**src/rtl/vp_pkg.sv**
```systemverilog
// Shared defaults and types for the vector lane packer slice.
package vp_pkg;

    localparam int VP_DATA_WIDTH = 16;
    localparam int VP_NUM_LANES  = 8;

    typedef logic [VP_NUM_LANES-1:0][VP_DATA_WIDTH-1:0] vec_t;
    typedef logic [$clog2(VP_NUM_LANES)-1:0]           lane_idx_t;

endpackage

```
**src/rtl/vec_fifo.sv**
```systemverilog
// Synchronous show-ahead FIFO: rdata always presents the head entry.
module vec_fifo #(
    parameter int WIDTH = 128,
    parameter int DEPTH = 4
) (
    input  logic                     clk,
    input  logic                     rst_n,
    input  logic                     push,
    input  logic                     pop,
    input  logic [WIDTH-1:0]         wdata,
    output logic [WIDTH-1:0]         rdata,
    output logic [$clog2(DEPTH):0]   count,
    output logic                     full,
    output logic                     empty
);

    localparam int AW = $clog2(DEPTH);

    logic [DEPTH-1:0][WIDTH-1:0] mem;
    logic [AW-1:0]               wr_ptr;
    logic [AW-1:0]               rd_ptr;
    logic [AW:0]                 cnt;
    logic                        do_push;
    logic                        do_pop;

    assign full    = (cnt == (AW+1)'(DEPTH));
    assign empty   = (cnt == '0);
    assign do_pop  = pop && !empty;
    assign do_push = push && (!full || do_pop);
    assign rdata   = mem[rd_ptr];
    assign count   = cnt;

    always_ff @(posedge clk or negedge rst_n) begin
        if (!rst_n) begin
            mem    <= '0;
            wr_ptr <= '0;
            rd_ptr <= '0;
            cnt    <= '0;
        end else begin
            if (do_push) begin
                mem[wr_ptr] <= wdata;
                wr_ptr      <= wr_ptr + AW'(1);
            end
            if (do_pop) begin
                rd_ptr <= rd_ptr + AW'(1);
            end
            case ({do_push, do_pop})
                2'b10:   cnt <= cnt + (AW+1)'(1);
                2'b01:   cnt <= cnt - (AW+1)'(1);
                default: cnt <= cnt;
            endcase
        end
    end

endmodule

```
**src/rtl/vector_lane_packer.sv**
```systemverilog
// Packs NUM_LANES scalar elements into vectors, buffers them in vec_fifo, and returns
// one lane of each popped vector as feedback when VP_PACKER_FEEDBACK_EN is defined.
module vector_lane_packer
    import vp_pkg::*;
#(
    parameter int DATA_WIDTH = VP_DATA_WIDTH,
    parameter int NUM_LANES  = VP_NUM_LANES,
    parameter int DEPTH      = 4
) (
    input  logic                             clk,
    input  logic                             rst_n,
    input  logic [DATA_WIDTH-1:0]            in_data,
    input  logic                             in_valid,
    output logic                             in_ready,
    input  logic                             flush,
    output logic [NUM_LANES*DATA_WIDTH-1:0]  vec_data,
    output logic                             vec_valid,
    input  logic                             vec_ready,
    output logic [$clog2(DEPTH):0]           vec_count,
    output logic [$clog2(NUM_LANES)-1:0]     lane_cnt,
    input  logic [$clog2(NUM_LANES)-1:0]     fb_lane_sel,
    output logic [DATA_WIDTH-1:0]            fb_data,
    output logic                             fb_valid
);

    localparam int LW = $clog2(NUM_LANES);

    typedef logic [NUM_LANES-1:0][DATA_WIDTH-1:0] lanes_t;

    lanes_t        partial;
    lanes_t        push_vec;
    lanes_t        head_vec;
    logic [LW-1:0] lane_q;
    logic          last_lane;
    logic          accept;
    logic          push;
    logic          pop;
    logic          fifo_full;
    logic          fifo_empty;

    assign last_lane = (lane_q == LW'(NUM_LANES - 1));
    // Only the closing lane needs FIFO space; earlier lanes land in the partial register.
    assign in_ready  = !(last_lane && fifo_full);
    assign accept    = in_valid && in_ready && !flush;
    assign push      = accept && last_lane;
    assign pop       = !fifo_empty && vec_ready;

    always_comb begin
        push_vec                = partial;
        push_vec[NUM_LANES-1]   = in_data;
    end

    always_ff @(posedge clk or negedge rst_n) begin
        if (!rst_n) begin
            partial <= '0;
            lane_q  <= '0;
        end else if (flush) begin
            partial <= '0;
            lane_q  <= '0;
        end else if (accept) begin
            partial[lane_q] <= in_data;
            lane_q          <= lane_q + LW'(1);
        end
    end

    vec_fifo #(
        .WIDTH (NUM_LANES * DATA_WIDTH),
        .DEPTH (DEPTH)
    ) u_fifo (
        .clk   (clk),
        .rst_n (rst_n),
        .push  (push),
        .pop   (pop),
        .wdata (push_vec),
        .rdata (head_vec),
        .count (vec_count),
        .full  (fifo_full),
        .empty (fifo_empty)
    );

    assign vec_data  = head_vec;
    assign vec_valid = !fifo_empty;
    assign lane_cnt  = lane_q;

`ifdef VP_PACKER_FEEDBACK_EN
    always_ff @(posedge clk or negedge rst_n) begin
        if (!rst_n) begin
            fb_data  <= '0;
            fb_valid <= 1'b0;
        end else begin
            fb_valid <= pop;
            if (pop) begin
                fb_data <= head_vec[fb_lane_sel];
            end
        end
    end
`else
    logic unused_fb_lane_sel;
    assign unused_fb_lane_sel = ^fb_lane_sel;
    assign fb_data            = '0;
    assign fb_valid           = 1'b0;
`endif

endmodule
```
**config.mk**
```make
export PLATFORM = sky130hd
export DESIGN_NAME = vector_lane_packer
export DESIGN_NICKNAME = d
export VERILOG_FILES = /design/src/rtl/vp_pkg.sv /design/src/rtl/vec_fifo.sv /design/src/rtl/vector_lane_packer.sv
export SDC_FILE = /design/constraint.sdc
export NUM_CORES = 1
export LEC_CHECK = 0
export CORE_UTILIZATION = 60
export DETAILED_ROUTE_END_ITERATION = 12
export GPL_ROUTABILITY_DRIVEN = 0
export PLACE_DENSITY = 0.79
export SLEW_MARGIN = 30
export SYNTH_ARGS = -nofsm -noshare
export SYNTH_HDL_FRONTEND = slang
export SYNTH_SLANG_ARGS = --single-unit
```
**constraint.sdc**
```tcl
create_clock -name clk -period 6.2 [get_ports clk]
set_input_delay 1.24 -clock clk [delete_from_list [all_inputs] [get_ports clk]]
set_output_delay 1.24 -clock clk [all_outputs]
set_load 0.02 [all_outputs]
```
**After elaboration in Yosys (flattened, before gate mapping)**

Index checks and enable logic that the tools add are counted.

- Register bits: 650
- Input bits: 24
- Output and inout bits: 153
- Word-level logic and storage cells: 60

- Add/sub/neg operators: 5
- $lt $le $gt $ge: 5
- Equal/unequal tests: 4
- Muxes and demuxes: 13
- Reduce and logical (&&, ||, !) cells: 17

Operators with widths:

| kind | number |
|---|---|
| $bwmux W512 | 1 |
| $mux W128 | 4 |
| $bmux W128 S2 | 1 |
| $demux W128 S2 | 1 |
| $bwmux W128 | 1 |
| $demux W16 S3 | 1 |
| $mux W16 | 1 |
| $logic_and A1 B1 Y1 | 9 |
| $add A3 B1 Y3 const B | 2 |
| $eq A3 B3 Y1 const B | 2 |
| $lt A2 B3 Y1 const B | 2 |
| $mux W3 | 2 |
| $pmux W3 S2 | 1 |
| $add A2 B1 Y2 const B | 2 |
| $logic_not A1 Y1 | 4 |
| $lt A3 B4 Y1 const B | 1 |
| $reduce_bool A2 Y1 | 2 |
| $ge A3 B1 Y1 const B | 1 |
| $logic_not A3 Y1 | 1 |
| $sub A3 B1 Y3 const B | 1 |
| $eq A2 B1 Y1 const B | 1 |
| $eq A2 B2 Y1 const B | 1 |
| $ge A2 B1 Y1 const B | 1 |
| $logic_or A1 B1 Y1 | 1 |

**Longest topological paths before layout**

Gate-level depths: netlist (run 1).

- Word-level depth: 9
- Depth in mapped cells: 11
- Depth with buffers taken out: 11

**Cells and area by module**

From an unflattened synthesis (run 1), not the netlist that was laid out.

- Cells, all modules: 1715
- Area total of the unflattened synthesis: 28016.9 sq um

Modules (own cells, without submodules):

| module | instances | cells each | area each (sq um) | sequential area each (sq um) |
|---|---|---|---|---|
| vec_fifo | 1 | 1295 | 22724.3 | 12987.5 |
| vector_lane_packer | 1 | 420 | 5292.6 | 2877.8 |

**Least setup slack after synthesis (run 1)**

Ideal clock, no wire load.

- Path type: input to register
- Start: in flush
- End: reg u_fifo.cnt[2] (netlist: u_fifo.count[2])
- Setup time: 0.080 ns
- Arrival time: 2.813 ns
- Data required time: 6.120 ns
- Path slack: 3.307 ns
- Stages on the path: 10
- Path buffers: 2
- Cells stage by stage: buf_2 clkbuf_1 nor3_1 inv_1 ha_1 inv_1 fa_1 xor2_1 nor2_1 xor2_1

- Word-level cells in the longest chain between the ends: 6
- Elaborated cells between the ends (all ways): 8
- Those cells by class: 2 x eq/ne; 1 x mux; 5 x reduce/logical

Ends and longest elaborated chain:

| element | RTL line | RTL |
|---|---|---|
| start: declaration | vector_lane_packer.sv:15 | `input logic flush,` |
| $logic_not A1 Y1 * | vector_lane_packer.sv:44 | `assign accept = in_valid && in_ready && !flush;` |
| $logic_and A1 B1 Y1 * | vector_lane_packer.sv:44 |  |
| $logic_and A1 B1 Y1 * | vector_lane_packer.sv:45 | `assign push = accept && last_lane;` |
| $logic_and A1 B1 Y1 * | vec_fifo.sv:29 | `assign do_push = push && (!full \|\| do_pop);` |
| $eq A2 B1 Y1 or $eq A2 B2 Y1 (tied branches) | vec_fifo.sv:47 | `case ({do_push, do_pop})` |
| $pmux W3 S2 or $reduce_bool A2 Y1 (tied branches) | - |  |
| end signal: assignment | vec_fifo.sv:48 | `2'b10: cnt <= cnt + (AW+1)'(1);` |
| end signal: assignment | vec_fifo.sv:49 | `2'b01: cnt <= cnt - (AW+1)'(1);` |
| end signal: assignment | vec_fifo.sv:50 | `default: cnt <= cnt;` |
| end: declaration | vec_fifo.sv:22 | `logic [AW:0] cnt;` |

Mark *: on every way between the ends. The rest lies on a longest branch, timed or not.
A chain may end at the register's enable or synchronous reset.

**Worst setup path in the final report (run 1)**

- Start: reg u_fifo.rd_ptr[0]
- End: out vec_data[81]

- Word-level cells in the longest chain between the ends: 2

Ends and longest elaborated chain:

| element | RTL line | RTL |
|---|---|---|
| start: declaration | vec_fifo.sv:21 | `logic [AW-1:0] rd_ptr;` |
| start signal: assignment | vec_fifo.sv:45 | `rd_ptr <= rd_ptr + AW'(1);` |
| $bmux W128 S2 | vec_fifo.sv:30 | `assign rdata = mem[rd_ptr];` |
| $mux W128 (implied by the code) | vec_fifo.sv:30 |  |
| end: declaration | vector_lane_packer.sv:16 | `output logic [NUM_LANES*DATA_WIDTH-1:0] vec_data,` |

Every way passes these cells. The select of a mux whose other input is x is not followed.

==> results.ini, run 1 <==
[critical_path]
worstSetupPathType = reg2out
crit_fanout = 26
rr_worst_depth = 6
r2r_setup_slack_ps = 3230
cp-end-kind = output pin
cp_data_required_time_ps = 4960
worst_ep_arrival_time_ps = 3160
cp-start-kind = flip-flop

[placement]
dp_hpwl_um = 36100
place.port_buffers = 156

[die]
rows = 81
die_area_um2 = 51200
pin_count = 177
die_width_um = 226
die_y_um = 226
coreArea_um2 = 49300
initial_utilization_pct = 61.3

[power_and_ir_drop]
p_sw_share_pct = 25.5
pwr-share-seq_pct = 45.8
p_sw_w = 0.00241
power_density_nw_per_um2 = 280
pwr-share-comb_pct = 11.9
clockPowerShare_pct = 42.3
p_leak_nw = 15.9
ir_drop_uv = 171
p_int_w = 0.00705
finalPower_w = 0.00946

[synthesis]
synth_top_area_share_pct = 52.6
synth_commonest_cells = dfrtp_1, mux2_4, nand2b_1
synthFlopType = dfrtp_1
synth_area_leaders = dfrtp_1, mux2_4, mux4_2
yosysTopAreaCell = dfrtp_1
synth_seq_cells = 634
yosysWarnings = 0
synthDistinctLibCells = 36
synth_cells = 1701
syn_area_um2 = 30200
yosysMostFrequentCell = dfrtp_1
synth_edf_count = 0
avgSynthCellArea_um2 = 17.7
ys_async_sr_fraction_pct = 100
ys_seq_area_share_pct = 52.6

[timing]
worst_pin_slew_ps = 1050
rsz0062_at_grt = no
fin_setup_tns_ps = 0
setup_violations = 0
period_share_pct = 71.0
final_hold_viol_count = 0
final_max_slew_viol_count = 0
max_slew_margin_pct = 30.3
period_minus_slack_ps = 4400
fmax_mhz = 227
finalClockSkew_ps = 12.7

[layout]
finalNetCount = 1870
post-route-util_pct = 68.7
drive_above_1_share_pct = 41.4
areaGrowthSynthToFinish_pct = 12.1

[flow_run]
maxCapViolCount = 0

[clock_tree]
cts_inserted_buffers = 67
cts_hold_buf = 0
cts_sinks = 634
root_buffer = clkbuf_16
clkTransAtPathRegs_ps = 60
cts.path.max_buffers = 3
cts_resized = 0
insertion_delay_ps = 600
cts_tree = yes
h-tree-depth = 3
post_cts_buffers = 0

[detailed_routing]
first_pass_iters = 5
drt_iter0_drc = 933
wl_per_cell_um = 25.7
vias = 15096
ant_nets = 0
drc_errors = 0
via_per_inst = 5.91
finalWirelength_um = 65500

[global_route]
grtUsageTotal_pct = 27.1
grt_max_degree = 162
antenna_found_initial = 3
grt_pass1_wl_um = 104000
grt_overflow_total = 0
grt_pass1_vias = 16997

[hold_path]
hold_depth = 1
hp-class = reg2reg

[outcome]
status = completed

==> flip-flops by register name, indices dropped and copies added (netlist names) <==
register / flops
u_fifo.rd_ptr: 2
u_fifo.count: 3
partial: 112
u_fifo.mem: 512
lane_cnt: 3
u_fifo.wr_ptr: 2
==> placed cells by master (no fill, tap or decap), drive strengths merged, types with 3 or more instances in the layout <==
master	instances
nor2	3
xor2	3
nor2b	3
mux2	513
dfrtp	634
o21ai	3
mux4	128
clkbuf	109
nor4b	4
clkinv	7
clkdlybuf4s50	154
mux2i	113
nand3	4
ha	7
buf	26
inv	6
nand4	4
nand2b	131
conb	17
xnor2	3
==> power groups by stage <==
stage	logic (W)	registers, W	clock network [W]
2_1_floorplan	0.000821	0.00430	0
3_3_place_gp	0.00106	0.00446	0
3_5_place_dp	0.00107	0.00446	0
4_1_cts	0.00107	0.00439	0.00407
5_1_grt	0.00121	0.00433	0.00423
6_report	0.00113	0.00433	0.00400
==> worst max-delay path, cell delays in order, from the launching register on <==
cell and delay [ps]:
dfrtp_4 640, buf_16 290, buf_4 440, mux4_2 590
clkdlybuf4s50_1 590
==> cell type report <==
| cell class | instances | area (um^2) |
|---|---|---|
| sequential | 634 | 15900 |
| fill | 3302 | 15400 |
| multi-input combinational | 949 | 13000 |
| clock buffer | 109 | 2090 |
| timing repair buffer | 180 | 1930 |
| tap | 664 | 831 |
| clock inverter | 10 | 103 |
| inverter | 6 | 22.5 |
| antenna | 1 | 2.50 |
==> cells by family (layout without fill, tap and decap cells) <==
| group | count (synthesis) | in the layout | share of synthesized area [%] |
|---|---|---|---|
| AO/OA/AOI/OAI | 4 | 4 | 0.0829 |
| XOR/XNOR | 6 | 6 | 0.174 |
| adder cells (fa/ha/maj) | 8 | 8 | 0.357 |
| buffers and inverters | 134 | 305 | 4.69 |
| flip-flops | 634 | 634 | 52.6 |
| multiplexers | 754 | 754 | 38.4 |
| other | 1 | 18 | 0.0124 |
| AND/OR/NAND/NOR | 160 | 160 | 3.68 |
==> final timing paths <==
path                                        end              from
worst max-delay path               vec_data[81]  u_fifo.rd_ptr[0]
worst min-delay path            u_fifo.mem[132]   u_fifo.mem[132]
worst max register to register      partial[98]       lane_cnt[1]
worst min register to register  u_fifo.mem[132]   u_fifo.mem[132]
max in group asynchronous       u_fifo.mem[256]             rst_n
min in group asynchronous        u_fifo.mem[75]             rst_n
==> per-stage QoR <==
stage	setup slack, ps	cells	instance area, um^2	hold WS (ps)
after floorplan	3310	1717	30200	475
after global placement	2110	2430	31500	483
after detailed placement	2070	2432	31600	489
after CTS	1470	2551	33800	504
after global routing	1650	2552	33800	513
final	1800	2553	33800	503
==> routing by layer <==
layer  up-vias  global-route usage (%)  wire [um]
met5         -                       0          0
met1      8236                    37.7      28700
li1       6404                       -          -
met2       352                    42.8      31400
met4         0                    7.91       1620
met3       104                    6.47       3790
(Power assumes the default switching activity.)
==> run 2, diff against run 1 <==
--- a/config.mk
+++ b/config.mk
@@ -5,10 +5,10 @@
 export SDC_FILE = /design/constraint.sdc
 export NUM_CORES = 1
 export LEC_CHECK = 0
-export CORE_UTILIZATION = 60
+export CORE_UTILIZATION = 54
 export DETAILED_ROUTE_END_ITERATION = 12
 export GPL_ROUTABILITY_DRIVEN = 0
-export PLACE_DENSITY = 0.79
+export PLACE_DENSITY = 0.75
 export SLEW_MARGIN = 30
 export SYNTH_ARGS = -nofsm -noshare
 export SYNTH_HDL_FRONTEND = slang
==> constraint.sdc (replaced) <==
create_clock -name clk -period 3.82 [get_ports clk]
set_input_delay 0.764 -clock clk [delete_from_list [all_inputs] [get_ports clk]]
set_output_delay 0.764 -clock clk [all_outputs]
set_load 0.02 [all_outputs]
==> run 2 against run 1 <==
Die area rose by 11%. Wire length rose by 2.8%. Hold slack got worse by 270 ps. Utilization fell by 6.2 points. Non-clock buffer count rose by 46. Count of clock-buffer cells in the layout fell by 9. Design area rose by 1.9%. Total power rose by 66%. Sequential power rose by 61%. Critical path type unchanged. Largest power group unchanged. Highest routed layer is now met5.
==> results.ini, run 2 (synthesized netlist as in run 1, its figures left out) <==
[global_route]
antenna_found_initial = 4  ; +1
grt_pass1_wl_um = 106000  ; +1.3%
grt_pass1_vias = 17004  ; +0.041%
grt_max_degree = 109  ; -33%
grt_overflow_total = 0  ; unchanged
grtUsageTotal_pct = 24.6  ; -2.5 points

[power_and_ir_drop]
p_leak_nw = 16.2  ; +1.9%
finalPower_w = 0.0157  ; +66%
ir_drop_uv = 390  ; +130%
power_density_nw_per_um2 = 455  ; +63%

[die]
rows = 86  ; +6.2%
initial_utilization_pct = 54.7  ; -6.6 points
die_width_um = 238  ; +5.4%
coreArea_um2 = 55200  ; +12%
pin_count = 177  ; unchanged
die_area_um2 = 56800  ; +11%
die_y_um = 238  ; +5.4%

[critical_path]
cp-end-kind = output pin
crit_fanout = 14  ; -46%
worst_ep_arrival_time_ps = 2830  ; -330 ps
cp_data_required_time_ps = 3060  ; -1900 ps
worstSetupPathType = reg2out
cp-start-kind = flip-flop

[layout]
fin_area_um2 = 34500  ; +1.9%
num-fill-cells = 3879  ; +17%
post-route-util_pct = 62.4  ; -6.2 points
regArea_um2 = 15900  ; unchanged
areaGrowthSynthToFinish_pct = 14.2
finalNetCount = 1918  ; +2.6%
largest-register = u_fifo.mem
drive_above_1_share_pct = 43.2  ; +1.8 points
multi_input_area_um2 = 13000  ; -0.13%
final_cell_mix = dfrtp_1, mux2_4, clkdlybuf4s50_1
largest_reg_flops = 512  ; unchanged
final_common_cell = dfrtp_1
layout_top_registers = u_fifo.mem: 512 flops, partial: 112 flops

[clock_tree]
cts.path.max_buffers = 3  ; unchanged
cts_sinks = 634  ; unchanged
root_buffer = clkbuf_16
cts_inserted_buffers = 69  ; +3.0%
cts_tree = yes
cts_resized = 0  ; unchanged
h-tree-depth = 3  ; unchanged
insertion_delay_ps = 600  ; about the same
clkTransAtPathRegs_ps = 60  ; about the same

[detailed_routing]
vias = 15393  ; +2.0%
wl_per_cell_um = 25.1  ; -2.4%
ant_nets = 0  ; unchanged
via_per_inst = 5.73  ; -3.1%
finalWirelength_um = 67300  ; +2.8%
first_pass_iters = 4  ; -1
drt_iter0_drc = 1053  ; +13%
drc_errors = 0  ; unchanged

[timing]
worst_pin_slew_ps = 901  ; -145 ps
final_max_slew_viol_count = 0  ; unchanged
rsz0062_at_grt = no
period_minus_slack_ps = 3590
max_slew_margin_pct = 40.0  ; +9.7 points
finalClockSkew_ps = 11.7  ; -1.02 ps
fmax_mhz = 278
setup_violations = 0  ; unchanged
holdWs_ps = 230  ; -273 ps
fin_setup_tns_ps = 0  ; unchanged
final_hold_viol_count = 0  ; unchanged
period_share_pct = 94.0

[outcome]
status = completed

[placement]
place_area_um2 = 32200  ; +1.8%
place.port_buffers = 156  ; unchanged
dp_hpwl_um = 39300  ; +8.7%

[hold_path]
hp-class = in2async

[flow_run]
maxCapViolCount = 0  ; unchanged

==> run 2: changes by cell type in the layout (fill, tap and decap cells not counted) <==
cell / previous run / this run
buf_12: 11 / 23
buf_16: 2 / 1
buf_4: 10 / 47
buf_6: 2 / 0
bufinv_16: 2 / 4
clkbuf_1: 23 / 14
clkinv_2: 7 / 17
clkinvlp_4: 1 / 2
nand2b_1: 128 / 131
nand2b_2: 3 / 0
nand4_2: 1 / 2
nand4_4: 1 / 0
==> run 2: what timing repair did <==
| item | in CTS | in global routing |
|---|---|---|
| endpoints found under the setup margin | 1 | 0 |
| setup buffers | 1 | 0 |
| hold buffers | 0 | 0 |
==> run 2: cell type report <==
cell class,count,share of cell area [%]
diodes,1,0.00726
clock buffers,100,5.97
clock inverters,23,0.639
inverters,6,0.0654
multi-input cells,949,37.6
flip-flops and latches,634,46.1
well taps,748,2.72
repair buffers,226,6.96
==> run 2: final timing paths <==
check                                  from              end  slack, ps  depth (start not counted)
setup / recovery           u_fifo.rd_ptr[0]    vec_data[121]        230                          3
hold / removal                        rst_n   u_fifo.mem[56]        230                          1
setup reg to reg                lane_cnt[1]  u_fifo.mem[225]       1190                          6
hold reg to reg             u_fifo.mem[388]  u_fifo.mem[388]        500                          1
max in group asynchronous             rst_n     partial[109]       2510                          2
min in group clk            u_fifo.mem[388]  u_fifo.mem[388]        500                          1
==> run 2: per-stage QoR <==
step | worst slack [ps] | cells
global route | 131 | 2686
finish | 229 | 2687
global placement | 633 | 2562
detailed placement | 638 | 2562
CTS | 162 | 2686
floorplan | 1400 | 1717
==> run 2: where the power goes <==
| part | switching, W | internal, W | total (W) | leakage, nW |
|---|---|---|---|---|
| logic | 0.00116 | 0.000869 | 0.00203 | 6.29 |
| clock network | 0.00268 | 0.00401 | 0.00668 | 1.13 |
| registers | 0.000173 | 0.00678 | 0.00695 | 8.83 |
==> run 2: critical path, cell delays in order (launching register included) <==
cell             delay, ps
dfrtp_4                710
buf_4                  380
mux4_2                 590
clkdlybuf4s50_1        560
==> run 2: metal layers <==
metal | vias to the layer above | GRT usage, % | share of wire, %
met3 | 82 | 4.80 | 5.6
li1 | 6499 | - | -
met4 | 2 | 6.57 | 1.8
met5 | - | 0 | 0.022
met1 | 8430 | 35.4 | 45
met2 | 380 | 38.4 | 47
==> run 3, diff against run 2 <==
--- a/config.mk
+++ b/config.mk
@@ -8,7 +8,7 @@
 export CORE_UTILIZATION = 54
 export DETAILED_ROUTE_END_ITERATION = 12
 export GPL_ROUTABILITY_DRIVEN = 0
-export PLACE_DENSITY = 0.75
+export PLACE_DENSITY = 0.76
 export SLEW_MARGIN = 30
 export SYNTH_ARGS = -nofsm -noshare
 export SYNTH_HDL_FRONTEND = slang
==> run 3 against run 2 <==
Design area is essentially flat. Non-clock buffer count shrank 5. Clock skew increased by 1.2 ps. Largest cell class unchanged. Register-to-register slack got worse by 60 ps. Critical path type unchanged. Hold slack lost 27 ps. Sequential share of layout area barely moved. Largest power group unchanged.
==> results.ini, run 3 (synthesized netlist as in run 1, its figures left out) <==
[layout]
largest_reg_flops = 512  ; unchanged
num-fill-cells = 3860  ; -0.49%
final_cell_mix = dfrtp_1, mux2_4, clkdlybuf4s50_1
final_common_cell = dfrtp_1
drive_above_1_share_pct = 43.1  ; -0.13 points
largest-register = u_fifo.mem
areaGrowthSynthToFinish_pct = 14.2  ; about the same
finalNetCount = 1913  ; -0.26%
layout_top_registers = u_fifo.mem: 512 flops, partial: 112 flops
antenna_cells = 0  ; -1

[clock_tree]
cts_hold_buf = 0  ; unchanged
insertion_delay_ps = 600  ; about the same
root_buffer = clkbuf_16
cts.path.max_buffers = 3  ; unchanged
clkTransAtPathRegs_ps = 60  ; about the same
cts_resized = 0  ; unchanged
h-tree-depth = 3  ; unchanged
cts_inserted_buffers = 69  ; unchanged
cts_tree = yes
cts_sinks = 634  ; unchanged
post_cts_buffers = 0  ; -1

[timing]
final_max_slew_viol_count = 0  ; unchanged
finalClockSkew_ps = 12.9  ; +1.24 ps
worst_pin_slew_ps = 1090  ; +186 ps
max_slew_margin_pct = 27.5  ; -12 points
fmax_mhz = 276  ; -0.84%
period_minus_slack_ps = 3620  ; +30.5 ps
period_share_pct = 94.8  ; +0.80 points
setup_violations = 0  ; unchanged
fin_setup_tns_ps = 0  ; unchanged
final_hold_viol_count = 0  ; unchanged
rsz0062_at_grt = no

[die]
die_area_um2 = 56800  ; unchanged
rows = 86  ; unchanged
pin_count = 177  ; unchanged
die_y_um = 238  ; unchanged
coreArea_um2 = 55200  ; unchanged
die_width_um = 238  ; unchanged
initial_utilization_pct = 54.7  ; unchanged

[detailed_routing]
drt_iter0_drc = 885  ; -16%
wl_per_cell_um = 25.4  ; +1.4%
drc_errors = 0  ; unchanged
first_pass_iters = 5  ; +1
finalWirelength_um = 68100  ; +1.1%
vias = 15397  ; +0.026%
via_per_inst = 5.75  ; +0.36%
ant_nets = 0  ; unchanged

[global_route]
grt_overflow_total = 0  ; unchanged
antenna_found_initial = 2  ; -2
grt_max_degree = 91  ; -17%
grt_pass1_wl_um = 107000  ; +1.6%
grtUsageTotal_pct = 24.9  ; +0.34 points
grt_pass1_vias = 17140  ; +0.80%

[critical_path]
path_cells = buf_12 -> mux4_2 -> clkdlybuf4s50_1
crit_fanout = 35  ; +21
cp-end-kind = output pin
cp-start-kind = flip-flop
cp_data_required_time_ps = 3060  ; about the same
slowest_stage = dfrtp_4
rr_worst_depth = 7  ; +1
max_stage_delay_ps = 680  ; -30 ps
worst_ep_arrival_time_ps = 2860  ; +30 ps
worstSetupPathType = reg2out
r2r-end = u_fifo.mem[77]
regToRegStartpoint = lane_cnt[0]
r2r_setup_slack_ps = 1130  ; -60 ps

[outcome]
status = completed

[power_and_ir_drop]
power_density_nw_per_um2 = 455  ; about the same
finalPower_w = 0.0157  ; about the same
ir_drop_uv = 353  ; -9.5%
p_leak_nw = 16.2  ; about the same

[hold_path]
hp-class = in2async

[placement]
place.port_buffers = 156  ; unchanged
dp_hpwl_um = 40800  ; +4.0%

[flow_run]
maxCapViolCount = 0  ; unchanged

-- run 3: worst max-delay path by stage --
stage	startpoint	end	slack [ps]
global placement	u_fifo.rd_ptr[0]	vec_data[53]	780
global route	u_fifo.rd_ptr[0]	vec_data[64]	80
detailed placement	u_fifo.rd_ptr[0]	vec_data[53]	780
floorplan	flush	u_fifo.count[2]	1400
CTS	u_fifo.rd_ptr[0]	vec_data[53]	140
finish	u_fifo.rd_ptr[0]	vec_data[64]	200
-- run 3: area by class of cell --
type,instances,area (um^2),area share (%)
flip-flops and latches,634,15900,46.1
multi-input cells,949,13000,37.6
repair buffers,221,2360,6.87
clock buffers,101,2090,6.07
well taps,748,936,2.72
clock inverters,19,205,0.596
inverters,6,22.5,0.0654
-- run 3: where the power goes --
| group | internal [W] | switching, W |
|---|---|---|
| combinational | 0.000824 | 0.00109 |
| sequential | 0.00678 | 0.000218 |
| clock | 0.00406 | 0.00269 |
| total | 0.0117 | 0.00400 |
-- run 3: worst max-delay path: cells and delay by family (launching register included) --
| family | cells | cell delay [ps] |
|---|---|---|
| muxes | 1 | 610 |
| buffers and inverters | 2 | 950 |
| DFF | 1 | 680 |
-- run 3: metal layers --
layer,GRT usage (%),wire length [um],up-vias
li1,-,-,6483
met1,35.9,31100,8458
met2,38.8,32100,352
met3,4.55,2960,102
met4,7.56,1890,2
met5,0,13,-
-- run 3: through the flow --
step           hold WS, ps  cell area, um^2  worst slack, ps  cells  util [%]
2_1_floorplan          468            30200             1400   1717         -
3_3_place_gp           484            32100              785   2558      58.2
3_5_place_dp           487            32100              780   2558      58.2
4_1_cts                228            34400              143   2678      62.4
5_1_grt                253            34400             80.4   2678      62.4
6_report               203            34400              198   2678      62.4
